$ cat config.mk
export PLATFORM = sky130hd
export DESIGN_NAME = seq_detect_param
export DESIGN_NICKNAME = d
export VERILOG_FILES = /design/src/rtl/seq_detect_param.sv
export SDC_FILE = /design/constraint.sdc
export NUM_CORES = 1
export LEC_CHECK = 0
export ABC_AREA = 1
export BUFFER_PORTS_ARGS = -buffer_cell sky130_fd_sc_hd__buf_2
export CAP_MARGIN = 30
export CORE_UTILIZATION = 33
export DETAILED_ROUTE_END_ITERATION = 7
export GPL_ROUTABILITY_DRIVEN = 0
export GPL_TIMING_DRIVEN = 0
export REMOVE_ABC_BUFFERS = 1
export SLEW_MARGIN = 20
export SYNTH_ARGS = -nofsm -noshare
export SYNTH_HDL_FRONTEND = slang
export SYNTH_SLANG_ARGS = --single-unit
$ cat constraint.sdc
create_clock -name ck -period 1.35 [get_ports ck]
set_clock_uncertainty 0.05 [all_clocks]
set_input_delay 0.0675 -clock ck [delete_from_list [all_inputs] [get_ports ck]]
set_output_delay 0.0675 -clock ck [all_outputs]
set_load 0.01 [all_outputs]
$ cat src/rtl/seq_detect_param.sv
// Dual-pattern serial sequence detector with configurable overlap mode,
// runtime-loadable patterns and saturating match counters.
module seq_detect_param #(
   parameter int             LEN    = 3,
   parameter int             CW     = 8,
   parameter logic [LEN-1:0] PA_RST = LEN'(3'b001),
   parameter logic [LEN-1:0] PB_RST = LEN'(3'b110)
) (
   input  logic                         ck,
   input  logic                         rs,
   input  logic                         en,
   input  logic                         i,
   input  logic                         ovl,
   input  logic                         cfg_we,
   input  logic [LEN-1:0]               cfg_a,
   input  logic [LEN-1:0]               cfg_b,
   input  logic                         clr,
   output logic                         y1,
   output logic                         y2,
   output logic [CW-1:0]                cnt1,
   output logic [CW-1:0]                cnt2,
   output logic [$clog2(LEN+1)-1:0]     fill
);

   localparam int FW = $clog2(LEN+1);

   logic [LEN-1:0] hist_q, hist_d;
   logic [FW-1:0]  fill_q, fill_d;
   logic [LEN-1:0] pa_q, pa_d;
   logic [LEN-1:0] pb_q, pb_d;
   logic           y1_q, y1_d;
   logic           y2_q, y2_d;
   logic [CW-1:0]  cnt1_q, cnt1_d;
   logic [CW-1:0]  cnt2_q, cnt2_d;

   logic [LEN-1:0] shifted;
   logic [FW-1:0]  fill_inc;
   logic           match_a;
   logic           match_b;

   always_comb begin
      hist_d   = hist_q;
      fill_d   = fill_q;
      pa_d     = pa_q;
      pb_d     = pb_q;
      y1_d     = 1'b0;
      y2_d     = 1'b0;
      cnt1_d   = cnt1_q;
      cnt2_d   = cnt2_q;
      shifted  = hist_q;
      fill_inc = fill_q;
      match_a  = 1'b0;
      match_b  = 1'b0;

      // A pattern load wins over the serial input on the same edge.
      if (cfg_we) begin
         pa_d   = cfg_a;
         pb_d   = cfg_b;
         fill_d = '0;
      end else if (en) begin
         shifted  = {hist_q[LEN-2:0], i};
         fill_inc = (fill_q == FW'(LEN)) ? fill_q : fill_q + 1'b1;
         match_a  = (fill_inc == FW'(LEN)) && (shifted == pa_q);
         match_b  = (fill_inc == FW'(LEN)) && (shifted == pb_q);
         hist_d   = shifted;
         fill_d   = (!ovl && (match_a || match_b)) ? '0 : fill_inc;
         y1_d     = match_a;
         y2_d     = match_b;
      end

      if (clr) begin
         cnt1_d = '0;
         cnt2_d = '0;
      end else begin
         if (match_a && (cnt1_q != {CW{1'b1}})) cnt1_d = cnt1_q + 1'b1;
         if (match_b && (cnt2_q != {CW{1'b1}})) cnt2_d = cnt2_q + 1'b1;
      end
   end

   always_ff @(posedge ck or negedge rs) begin
      if (!rs) begin
         hist_q <= '0;
         fill_q <= '0;
         pa_q   <= PA_RST;
         pb_q   <= PB_RST;
         y1_q   <= 1'b0;
         y2_q   <= 1'b0;
         cnt1_q <= '0;
         cnt2_q <= '0;
      end else begin
         hist_q <= hist_d;
         fill_q <= fill_d;
         pa_q   <= pa_d;
         pb_q   <= pb_d;
         y1_q   <= y1_d;
         y2_q   <= y2_d;
         cnt1_q <= cnt1_d;
         cnt2_q <= cnt2_d;
      end
   end

   assign y1   = y1_q;
   assign y2   = y2_q;
   assign cnt1 = cnt1_q;
   assign cnt2 = cnt2_q;
   assign fill = fill_q;

endmodule

Word-level counts from Yosys, hierarchy flattened --
Cells that the tools add are included.
Word-level totals: register bits 28, bits in latches 0, RAM bits 0, ROM bits 0, bits of input ports 13, output and inout port bits 20, word-level logic and storage cells 41, memories 0
Cells by class: $add $sub $neg 3, $mul 0, div/mod/pow operators 0, order comparisons 0, eq/ne operators 6, shifts and indexed selects 0, multiplexer cells 12, bitwise logic cells 1, reductions and logical operators 11
Operators with widths (count):
- 8-bit 2-to-1 mux | 4
- 8-bit by 1-bit adder with 8-bit output (second input constant) | 2
- 8-bit != test (second input constant) | 2
- 2-bit 2-to-1 mux | 4
- 3-bit equality test | 2
- 2-bit nonzero test | 3
- 1-bit logical AND | 5
- 2-bit equality test (second input constant) | 2
- 1-bit 2-to-1 mux | 4
- 2-bit by 1-bit adder with 2-bit output (second input constant) | 1
- 2-bit AND reduction | 1
- 1-bit logical NOT | 1
- 1-bit logical OR | 1
- 1-bit inverter | 1

Depth between registers and ports, before layout --
Gate-level depths: netlist of the first run.
depth after elaboration 9, depth in mapped cells 9, mapped depth without buffers 9

Least setup slack after synthesis of the first run --
OpenSTA, ideal clock, no wires.
kind reg-to-reg, start point register cnt2_q[0] (netlist: cnt2[0]), end point register cnt2_q[2] (netlist: cnt2[2]), library setup time 117 ps, data arrival time 1229 ps, required time 1183 ps, path slack -46 ps, cell stages (with the launch flop) 8, path buffers 0, clock period less this slack 1396 ps, cells stage by stage dfrtp_1 ha_1 nand3_1 inv_1 nand2_1 nand4_2 nand3_1 nand2_1
On the way: longest elaborated chain between the ends 3, elaborated cells on any way between the ends 6, classes of those cells add/sub (1); eq/ne (1); mux (2); reduce/logical (2)
Ends and longest elaborated chain:
- start: declaration | line 34 | logic [CW-1:0] cnt2_q, cnt2_d;
- start signal: assignment | line 98 | cnt2_q <= cnt2_d;
- 8-bit by 1-bit adder with 8-bit output / 8-bit != test (equally long branches) | line 76 | if (match_b && (cnt2_q != {CW{1'b1}})) cnt2_d = cnt2_q + 1'b1;
- 8-bit 2-to-1 mux / 1-bit logical AND (equally long branches) | line 76
- 8-bit 2-to-1 mux / 2-bit nonzero test (equally long branches)
Several ways; a longest one is shown, not always the timed one. The select of a mux whose other input is x is not followed. A chain may end at the register's enable or synchronous reset.

Final worst setup path of the first run --
start point register pb_q[2], end point register cnt2_q[7] (netlist: cnt2[7])
On the way: longest elaborated chain between the ends 6
Ends and longest elaborated chain:
- start: declaration | line 30 | logic [LEN-1:0] pb_q, pb_d;
- start signal: assignment | line 94 | pb_q <= pb_d;
- 3-bit equality test | line 64 | match_b = (fill_inc == FW'(LEN)) && (shifted == pb_q);
- 1-bit logical AND | line 64
- 1-bit 2-to-1 mux | line 60 | end else if (en) begin
- 1-bit 2-to-1 mux | line 56 | if (cfg_we) begin
- 1-bit logical AND | line 76
- 2-bit nonzero test (no line)
Every way passes these cells.

==> results of run 1 <==
==> cells by family (layout without fill, tap and decap cells) <==
group                    Yosys count  after routing  synth area share, %
XOR/XNOR                           9              9                 4.74
flip-flops                        28             28                 42.4
buffers and inverters             39             91                 8.95
multiplexers                       1              1                0.677
AND/OR/NAND/NOR                  125            125                 38.4
adder cells (fa/ha/maj)            2              2                 1.50
AO/OA/AOI/OAI                     11             11                 3.31
==> sequential cells by signal, summed over array words and instances, names as in the netlist <==
| register | flops |
|---|---|
| pb_q | 3 |
| pa_q | 3 |
| y2 | 1 |
| cnt2 | 8 |
| y1 | 1 |
| fill | 2 |
| cnt1 | 8 |
| hist_q | 2 |
==> worst max path at each step <==
stage | slack, ps | depth (start not counted) | from | endpoint
2_1_floorplan | -60 | 7 | cnt2[0]$_DFFE_PN0P_ | cnt2[0]$_DFFE_PN0P_
3_5_place_dp | -230 | 7 | cnt1[0]$_DFFE_PN0P_ | cnt1[0]$_DFFE_PN0P_
3_3_place_gp | -200 | 7 | cnt1[0]$_DFFE_PN0P_ | cnt1[0]$_DFFE_PN0P_
4_1_cts | -160 | 9 | pa_q[0]$_DFFE_PN1P_ | cnt1[0]$_DFFE_PN0P_
6_report | -110 | 8 | pb_q[2]$_DFFE_PN1P_ | cnt2[7]$_DFFE_PN0P_
5_1_grt | -190 | 8 | pa_q[0]$_DFFE_PN1P_ | cnt1[5]$_DFFE_PN0P_
==> metal layers <==
| layer | vias to the layer above | track usage [%] | wire, um |
|---|---|---|---|
| met3 | 2 | 3.73 | 141 |
| li1 | 773 | - | - |
| met2 | 25 | 22.8 | 1560 |
| met1 | 667 | 18.8 | 1730 |
| met5 | - | 0 | 0 |
| met4 | 0 | 2.61 | 27 |
==> through the flow <==
| stage | total power, uW | hold slack, ps | TNS (ps) |
|---|---|---|---|
| finish | 1840 | 6.48 | -1580 |
| global route | 1920 | 18.3 | -3160 |
| CTS | 1840 | 2.20 | -2140 |
| detailed placement | 1130 | 85.5 | -3320 |
| global placement | 1120 | 92.7 | -3100 |
| floorplan | 1050 | -278 | -912 |
==> worst max-delay path: stages (launching register included) <==
cell and delay [ps]:
dfstp_2 560, inv_2 40, nand2_2 50, nand2_2 60, nor2_4 180, nand3_4 120, nor2_8 180, nand3_1 90
nand2_1 60
==> cell usage in the layout (no fill, tap or decap), drive strengths merged <==
master       netlist  final
o21ai              9      9
nand3             41     41
dfstp              3      3
bufinv             0      1
ha                 2      2
nand4              3      3
inv               35     35
dlygate4sd3        0      7
xnor2              1      1
or2                1      1
dfrtp             25     25
nand2             64     64
xor2               8      8
nor2              16     16
a21oi              2      2
mux2               1      1
clkbuf             2      3
buf                2     45
==> layout make-up <==
cell class / count / area (um2)
sequential: 28 / 704
clock buffer: 3 / 41.3
multi-input combinational: 148 / 915
inverter: 35 / 131
fill: 481 / 2520
timing repair buffer: 52 / 364
clock inverter: 1 / 30.0
tap: 67 / 83.8
==> report_power, final <==
part           switching, uW  internal (uW)
sequential              26.1            876
clock                    271            397
combinational            162            106
total                    459           1380
==> timing repair <==
| action | in CTS | in global routing |
|---|---|---|
| pin swaps | 9 | 13 |
| hold buffers | 7 | 0 |
| endpoints found under the setup margin | 18 | 18 |
| buffers inserted | 6 | 6 |
| hold endpoints to repair | 31 | 0 |
| resized for setup | 16 | 13 |
==> flow_summary.yaml, run 1 <==
status:
  status: "finished, violations left"
  violations: "negative setup slack"
critical_path:
  critPathArrivalTime_ps: 1620
  end_kind: "flip-flop"
  reg2reg_slack_ps: -110
  reg2reg_depth: 8
  crit_type: "reg -> reg"
  r2r_end: "cnt2[7]$_DFFE_PN0P_"
  timing.rr.start: "pb_q[2]$_DFFE_PN1P_"
  crit_required_ps: 1520
  crit_fanout: 8
  startpoint_type: "flip-flop"
route:
  vias: 1467
  drc: 0
  wl_um: 3460
  postRouteAntennaNets: 0
  first_pass_iters: 4
  wl_per_cell_um: 10.4
  dr.first_iter.drc_count: 31
  via_per_inst: 4.39
cells_and_area:
  fin_area_mm2: 0.00227
  final_nets: 283
  area_growth_pct: 36.5
  fin_cells: 334
  antenna_cells: 0
  drive_above_1_share_pct: 36.0
  final_util_pct: 47.4
synth:
  syn_inst: 215
  synth_ff_type: "dfrtp_1"
  synth_most_common_cell: "nand2_1"
  synth_top_cell_by_area: "dfrtp_1"
  synth-edff-count: 0
  yosysSeqAreaShare_pct: 42.4
  synthArstFlopShare_pct: 100
  synth-warning-count: 0
  syn_area_per_cell_um2: 7.73
  yosysTopAreaCellShare_pct: 37.6
  yosys.cell_types.count: 22
  synth_common_cells: "60 x nand2_1, 39 x nand3_1, 32 x inv_1"
  syn_area_mm2: 0.00166
  ys_ff_latch: 28
  synthTopCellsByArea: "dfrtp_1 38%, nand2_1 14%, nand3_1 12%, inv_1 7.2%, dfstp_2 4.7%"
pwr:
  ir_worst_vdd_mv: 0.742
  power.leakage_uw: 0.00124
  power.density_mw_per_mm2: 810
clock_tree:
  cts-root-buf: "clkbuf_8"
  clk_pin_slew_ps: 100
  htreeDepth: 1
  clock-sinks: 28
  cts_max_path_buffers: 2
  tritoncts: "done"
  clk_latency_ps: 280
  numCtsBuffers: 3
flow_run:
  cap_violations: 0
hold_path:
  hold-path-endpoint: "hist_q[0]$_DFFE_PN0P_"
  hp-class: "in -> reg"
  hold_depth: 3
  hold_path.startpoint: "i"
timing:
  hold_viol: 0
  relSlewSlack_pct: 57.4
  fmax_ghz: 0.686
  slew_viol_final: 0
  fin_crit_ps: 1460
  worstMarginPinSlew_ps: 639
  post-route-period-util_pct: 108
  finalSetupViolations: 18
  setup_ws_ps: -107
  rsz0062_at_grt: "yes"
floorplanning:
  num_rows: 25
  die_y_um: 73.0
  initial_core_util_pct: 34.7
  die-area_mm2: 0.00533
  io_pins: 33
  fp.dieW_um: 73.0
  coreArea_mm2: 0.00479
placed_design:
  numPortBuffers: 32
  postPlaceCellArea_mm2: 0.00189
  dp_cells: 310
  dp_hpwl_um: 2290
  pre_cts_ws_ps: -225
grt:
  grt_max_degree: 33
  overflow: 0
  antenna_found_initial: 0
  grt_pass1_wl_um: 5890
  grt_pass1_vias: 1321
  grtUsageTotal_pct: 14.0
No activity file was read; power rests on OpenSTA's default activity.
==> inputs of run 2 (changes only) <==
clock period = 1.33 ns   (was 1.35 ns; I/O delays follow)
==> run 2 against run 1 <==
- the run still ends with negative setup slack left
- hold slack got worse by 4.2 ps
- worst setup slack got worse by 24 ps
- power rose by 1.8%
- critical path type unchanged
==> flow_summary.yaml, run 2 (same netlist as run 1, synthesis figures left out) <==
cells_and_area:
  final_util_pct: 48.1
  drive_above_1_share_pct: 39.0
  antenna_cells: 0
  fin_area_mm2: 0.00230
  fill_cells: 477
  final_common_cell: "nand2_1"
  final_nets: 283
  area_growth_pct: 38.3
  final_cell_mix: "53 x nand2_1, 32 x buf_2, 28 x inv_1"
status:
  violations: "negative setup slack"
  status: "finished, violations left"
timing:
  fmax_ghz: 0.684
  slew_viol_final: 0
  hold_viol: 0
  setup_ws_ps: -131
  finalSetupViolations: 19
  post-route-period-util_pct: 110
  hold-worst-slack_ps: 2.25
  fin_crit_ps: 1460
  relSlewSlack_pct: 57.5
  rsz0062_at_grt: "yes"
  worstMarginPinSlew_ps: 638
critical_path:
  crit_type: "reg -> reg"
  crit_end: "cnt2[2]$_DFFE_PN0P_"
  critPathArrivalTime_ps: 1630
  startpoint_type: "flip-flop"
  crit_fanout: 8
  max_stage_delay_ps: 550
  path_common_cell: "nand2_2"
  cp-startpoint: "pb_q[2]$_DFFE_PN1P_"
  reg2reg_slack_ps: -130
  timing.rr.start: "pb_q[2]$_DFFE_PN1P_"
  crit_required_ps: 1500
  slowest_stage: "dfstp_2"
  reg2reg_depth: 8
  end_kind: "flip-flop"
  r2r_end: "cnt2[2]$_DFFE_PN0P_"
  crit_chain: "inv_2 -> nand2_2 -> nand2_2 -> nor2_4 -> nand3_4 -> nor2_8 -> nand3_1 -> nand2_1"
grt:
  overflow: 0
  grtUsageTotal_pct: 13.9
  antenna_found_initial: 0
  grt_max_degree: 33
  grt_pass1_vias: 1304
  grt_pass1_wl_um: 5840
route:
  wl_met3_um: 134
  wl_um: 3510
  wl_met2_um: 1620
  drc: 0
  wl_met1_um: 1730
  dr.first_iter.drc_count: 36
  via_per_inst: 4.41
  wl_per_cell_um: 10.5
  vias: 1474
  postRouteAntennaNets: 0
  highest_layer: "met4"
  first_pass_iters: 4
placed_design:
  numPortBuffers: 32
  postPlaceCellArea_mm2: 0.00189
  dp_hpwl_um: 2290
clock_tree:
  tritoncts: "done"
  htreeDepth: 1
  numCtsBuffers: 3
  clk_pin_slew_ps: 100
  clk_latency_ps: 280
  clock-sinks: 28
  cts_max_path_buffers: 2
  cts-root-buf: "clkbuf_8"
pwr:
  power.density_mw_per_mm2: 814
  ir_worst_vdd_mv: 0.756
  power.leakage_uw: 0.00124
floorplanning:
  die-area_mm2: 0.00533
  num_rows: 25
  io_pins: 33
  die_y_um: 73.0
  coreArea_mm2: 0.00479
  fp.dieW_um: 73.0
  initial_core_util_pct: 34.7
hold_path:
  hp-class: "in -> reg"
flow_run:
  cap_violations: 0
run 2: cell counts in the layout (fill, tap and decap cells not counted):
Identical to the previous run, type by type.
run 2: metrics by stage:
| step | total power (uW) | std cells | setup TNS [ps] | worst slack [ps] |
|---|---|---|---|---|
| floorplan | 1070 | 211 | -1230 | -78.1 |
| global placement | 1140 | 310 | -3460 | -221 |
| detailed placement | 1140 | 310 | -3680 | -245 |
| CTS | 1870 | 327 | -2350 | -178 |
| global route | 1960 | 334 | -3380 | -207 |
| finish | 1870 | 334 | -1850 | -131 |
run 2: what timing repair did:
| action | 4_1_cts | 5_1_grt |
|---|---|---|
| setup endpoints to repair | 18 | 18 |
| endpoints found under the hold margin | 31 | 0 |
| pin swaps | 10 | 10 |
| buffers inserted | 6 | 6 |
| gates resized for setup | 19 | 18 |
| hold buffers | 7 | 0 |
run 2: worst max-delay path: cells and delay by family, from the launching register on:
| kind | cells | cell delay (ps) |
|---|---|---|
| buffers and inverters | 1 | 40 |
| AND/OR/NAND/NOR | 7 | 750 |
| flip-flops | 1 | 550 |
run 2: final cells by class:
class	count	area (um2)	area share, %
multi-input combinational	148	945	41.1
sequential	28	704	30.6
timing repair buffer	52	364	15.8
inverter	35	131	5.71
tap	67	83.8	3.65
clock buffer	3	41.3	1.80
clock inverter	1	30.0	1.31
run 2: metal layers:
metal  track usage, %  vias to the layer above
li1                 -                      774
met1             18.8                      675
met2             22.5                       23
met3             3.73                        2
met4             2.61                        0
met5                0                        -
run 2: worst min path at each step:
stage | startpoint | to | slack (ps) | depth (start not counted)
after floorplan | rs | cnt1[0]$_DFFE_PN0P_ | -280 | 0
after global placement | rs | pb_q[0]$_DFFE_PN0P_ | 90 | 1
after detailed placement | rs | pb_q[0]$_DFFE_PN0P_ | 80 | 1
after CTS | i | hist_q[0]$_DFFE_PN0P_ | 1 | 3
after global routing | en | fill[1]$_DFFE_PN0P_ | 20 | 3
final | i | hist_q[0]$_DFFE_PN0P_ | 2 | 3
run 2: power by group:
group	leakage (uW)	total, uW	switching (uW)	internal (uW)
clock	0.0000357	679	276	403
combinational	0.000836	275	167	109
sequential	0.000370	916	27.6	889
total	0.00124	1870	470	1400
==> inputs of run 3 (changes only) <==
CTS_BUF_LIST = sky130_fd_sc_hd__clkbuf_16   (was default)
==> run 3 against run 2 <==
- the run still ends with negative setup slack left
- via count decreased by 1.6%
- cell count decreased by 0.60%
- die area unchanged
- worst setup slack got worse by 4.9 ps
- register-to-register slack hardly changed
- global-route usage about the same
- sequential share of layout area grew 0.050 points
- clock power is 31% higher
- sequential cell count stayed put
- sequential power barely moved
- final area decreased by 0.16%
- hold slack improved by 23 ps
==> flow_summary.yaml, run 3 (same netlist as run 1, synthesis figures left out) <==
status:
  status: "finished, violations left"
  violations: "negative setup slack"
floorplanning:
  num_rows: 25
  die_y_um: 73.0
  initial_core_util_pct: 34.7
  coreArea_mm2: 0.00479
  die-area_mm2: 0.00533
  io_pins: 33
  fp.dieW_um: 73.0
cells_and_area:
  area_growth_pct: 38.1
  final_nets: 281
  final_cell_mix: "54 x nand2_1, 32 x buf_2, 29 x inv_1"
  drive_above_1_share_pct: 36.2
  final_common_cell: "nand2_1"
  fin_area_mm2: 0.00230
  antenna_cells: 0
critical_path:
  max_stage_delay_ps: 540
  startpoint_type: "flip-flop"
  reg2reg_depth: 9
  r2r_end: "cnt1[0]$_DFFE_PN0P_"
  critPathArrivalTime_ps: 1610
  crit_required_ps: 1480
  crit_end: "cnt1[0]$_DFFE_PN0P_"
  cp-startpoint: "pa_q[0]$_DFFE_PN1P_"
  timing.rr.start: "pa_q[0]$_DFFE_PN1P_"
  slowest_stage: "dfstp_2"
  crit_type: "reg -> reg"
  crit_chain: "inv_2 -> nand2_2 -> nand2_2 -> nor2_4 -> nand3_4 -> nor2_4 -> buf_12 -> nand3_2 -> nand2_1"
  reg2reg_slack_ps: -140
  crit_fanout: 8
  end_kind: "flip-flop"
clock_tree:
  clk_latency_ps: 260
  tritoncts: "done"
  cts-root-buf: "clkbuf_16"
  cts_max_path_buffers: 2
  clk_pin_slew_ps: 70
  htreeDepth: 1
  numCtsBuffers: 3
  clock-sinks: 28
grt:
  grt_pass1_wl_um: 5820
  grt_max_degree: 33
  grt_pass1_vias: 1293
  overflow: 0
  grtUsageTotal_pct: 13.9
  antenna_found_initial: 0
timing:
  setup_ws_ps: -136
  finalSetupViolations: 17
  rsz0062_at_grt: "yes"
  post-route-period-util_pct: 110
  hold_viol: 0
  relSlewSlack_pct: 58.0
  fmax_ghz: 0.682
  worstMarginPinSlew_ps: 630
  final.setup.tns_ps: -1700
  slew_viol_final: 0
  fin_crit_ps: 1470
hold_path:
  hp-class: "in -> reg"
pwr:
  ir_worst_vdd_mv: 0.657
  p_total_uw: 2070
  power.density_mw_per_mm2: 901
  p_seq_share_pct: 44.3
  p_sw_share_pct: 23.1
  p_comb_share_pct: 12.8
  power.leakage_uw: 0.00125
  power_switching_uw: 479
  power.internal_uw: 1590
  clockPowerShare_pct: 43.0
route:
  drc: 0
  wl_um: 3420
  postRouteAntennaNets: 0
  vias: 1451
  via_per_inst: 4.37
  dr.first_iter.drc_count: 38
  wl_per_cell_um: 10.3
  highest_layer: "met4"
  first_pass_iters: 4
  wl_met1_um: 1720
  wl_met3_um: 128
  wl_met2_um: 1550
placed_design:
  postPlaceCellArea_mm2: 0.00189
  dp_hpwl_um: 2290
  pre_cts_ws_ps: -245
  numPortBuffers: 32
flow_run:
  cap_violations: 0
[run 3: cell types whose count changed in the layout (fill, tap and decap cells not counted), sizes merged]
cell	before	now
buf	45	43
[run 3: metrics by stage]
| stage | util [%] | cells | hold WS [ps] |
|---|---|---|---|
| global route | 48.0 | 332 | 43.9 |
| CTS | 45.8 | 328 | 23.8 |
| detailed placement | 39.5 | 310 | 84.5 |
| global placement | 39.5 | 310 | 91.7 |
| floorplan | - | 211 | -279 |
| finish | 48.0 | 332 | 24.9 |
[run 3: power by group through the flow]
| stage | Sequential [uW] | Clock [uW] | Combinational [uW] |
|---|---|---|---|
| 2_1_floorplan | 928 | 0 | 139 |
| 3_3_place_gp | 930 | 0 | 210 |
| 3_5_place_dp | 931 | 0 | 212 |
| 4_1_cts | 916 | 917 | 252 |
| 5_1_grt | 921 | 948 | 294 |
| 6_report | 916 | 889 | 264 |
[run 3: how the worst min path moves through the flow]
stage / start / slack [ps] / endpoint / cells after the start
floorplan: rs / -280 / cnt1[0]$_DFFE_PN0P_ / 0
global placement: rs / 90 / pb_q[0]$_DFFE_PN0P_ / 1
detailed placement: rs / 80 / pb_q[0]$_DFFE_PN0P_ / 1
CTS: i / 20 / hist_q[0]$_DFFE_PN0P_ / 3
global route: i / 40 / hist_q[0]$_DFFE_PN0P_ / 3
finish: i / 20 / hist_q[0]$_DFFE_PN0P_ / 3
[run 3: final cells by class]
type / count / area [um2]
inverter: 35 / 131
fill: 483 / 2490
clock inverter: 1 / 30.0
tap: 67 / 83.8
clock buffer: 3 / 75.1
multi-input combinational: 148 / 922
sequential: 28 / 704
timing repair buffer: 50 / 349
[run 3: worst max-delay path, delay by kind of cell, from the launching register on]
kind,cells,cell delay (ps)
buffers and inverters,2,180
flip-flops,1,540
AND/OR/NAND/NOR,7,630
[run 3: metal layers]
metal / vias to the layer above / GRT usage, %
li1: 772 / -
met1: 656 / 18.8
met2: 21 / 22.5
met3: 2 / 3.73
met4: 0 / 2.61
met5: - / 0
[run 3: timing repair]
action | in CTS | in global routing
endpoints found under the setup margin | 18 | 18
resized for setup | 18 | 13
pin swaps | 13 | 13
hold buffers | 7 | 0
setup buffers | 7 | 3
endpoints found under the hold margin | 31 | 0
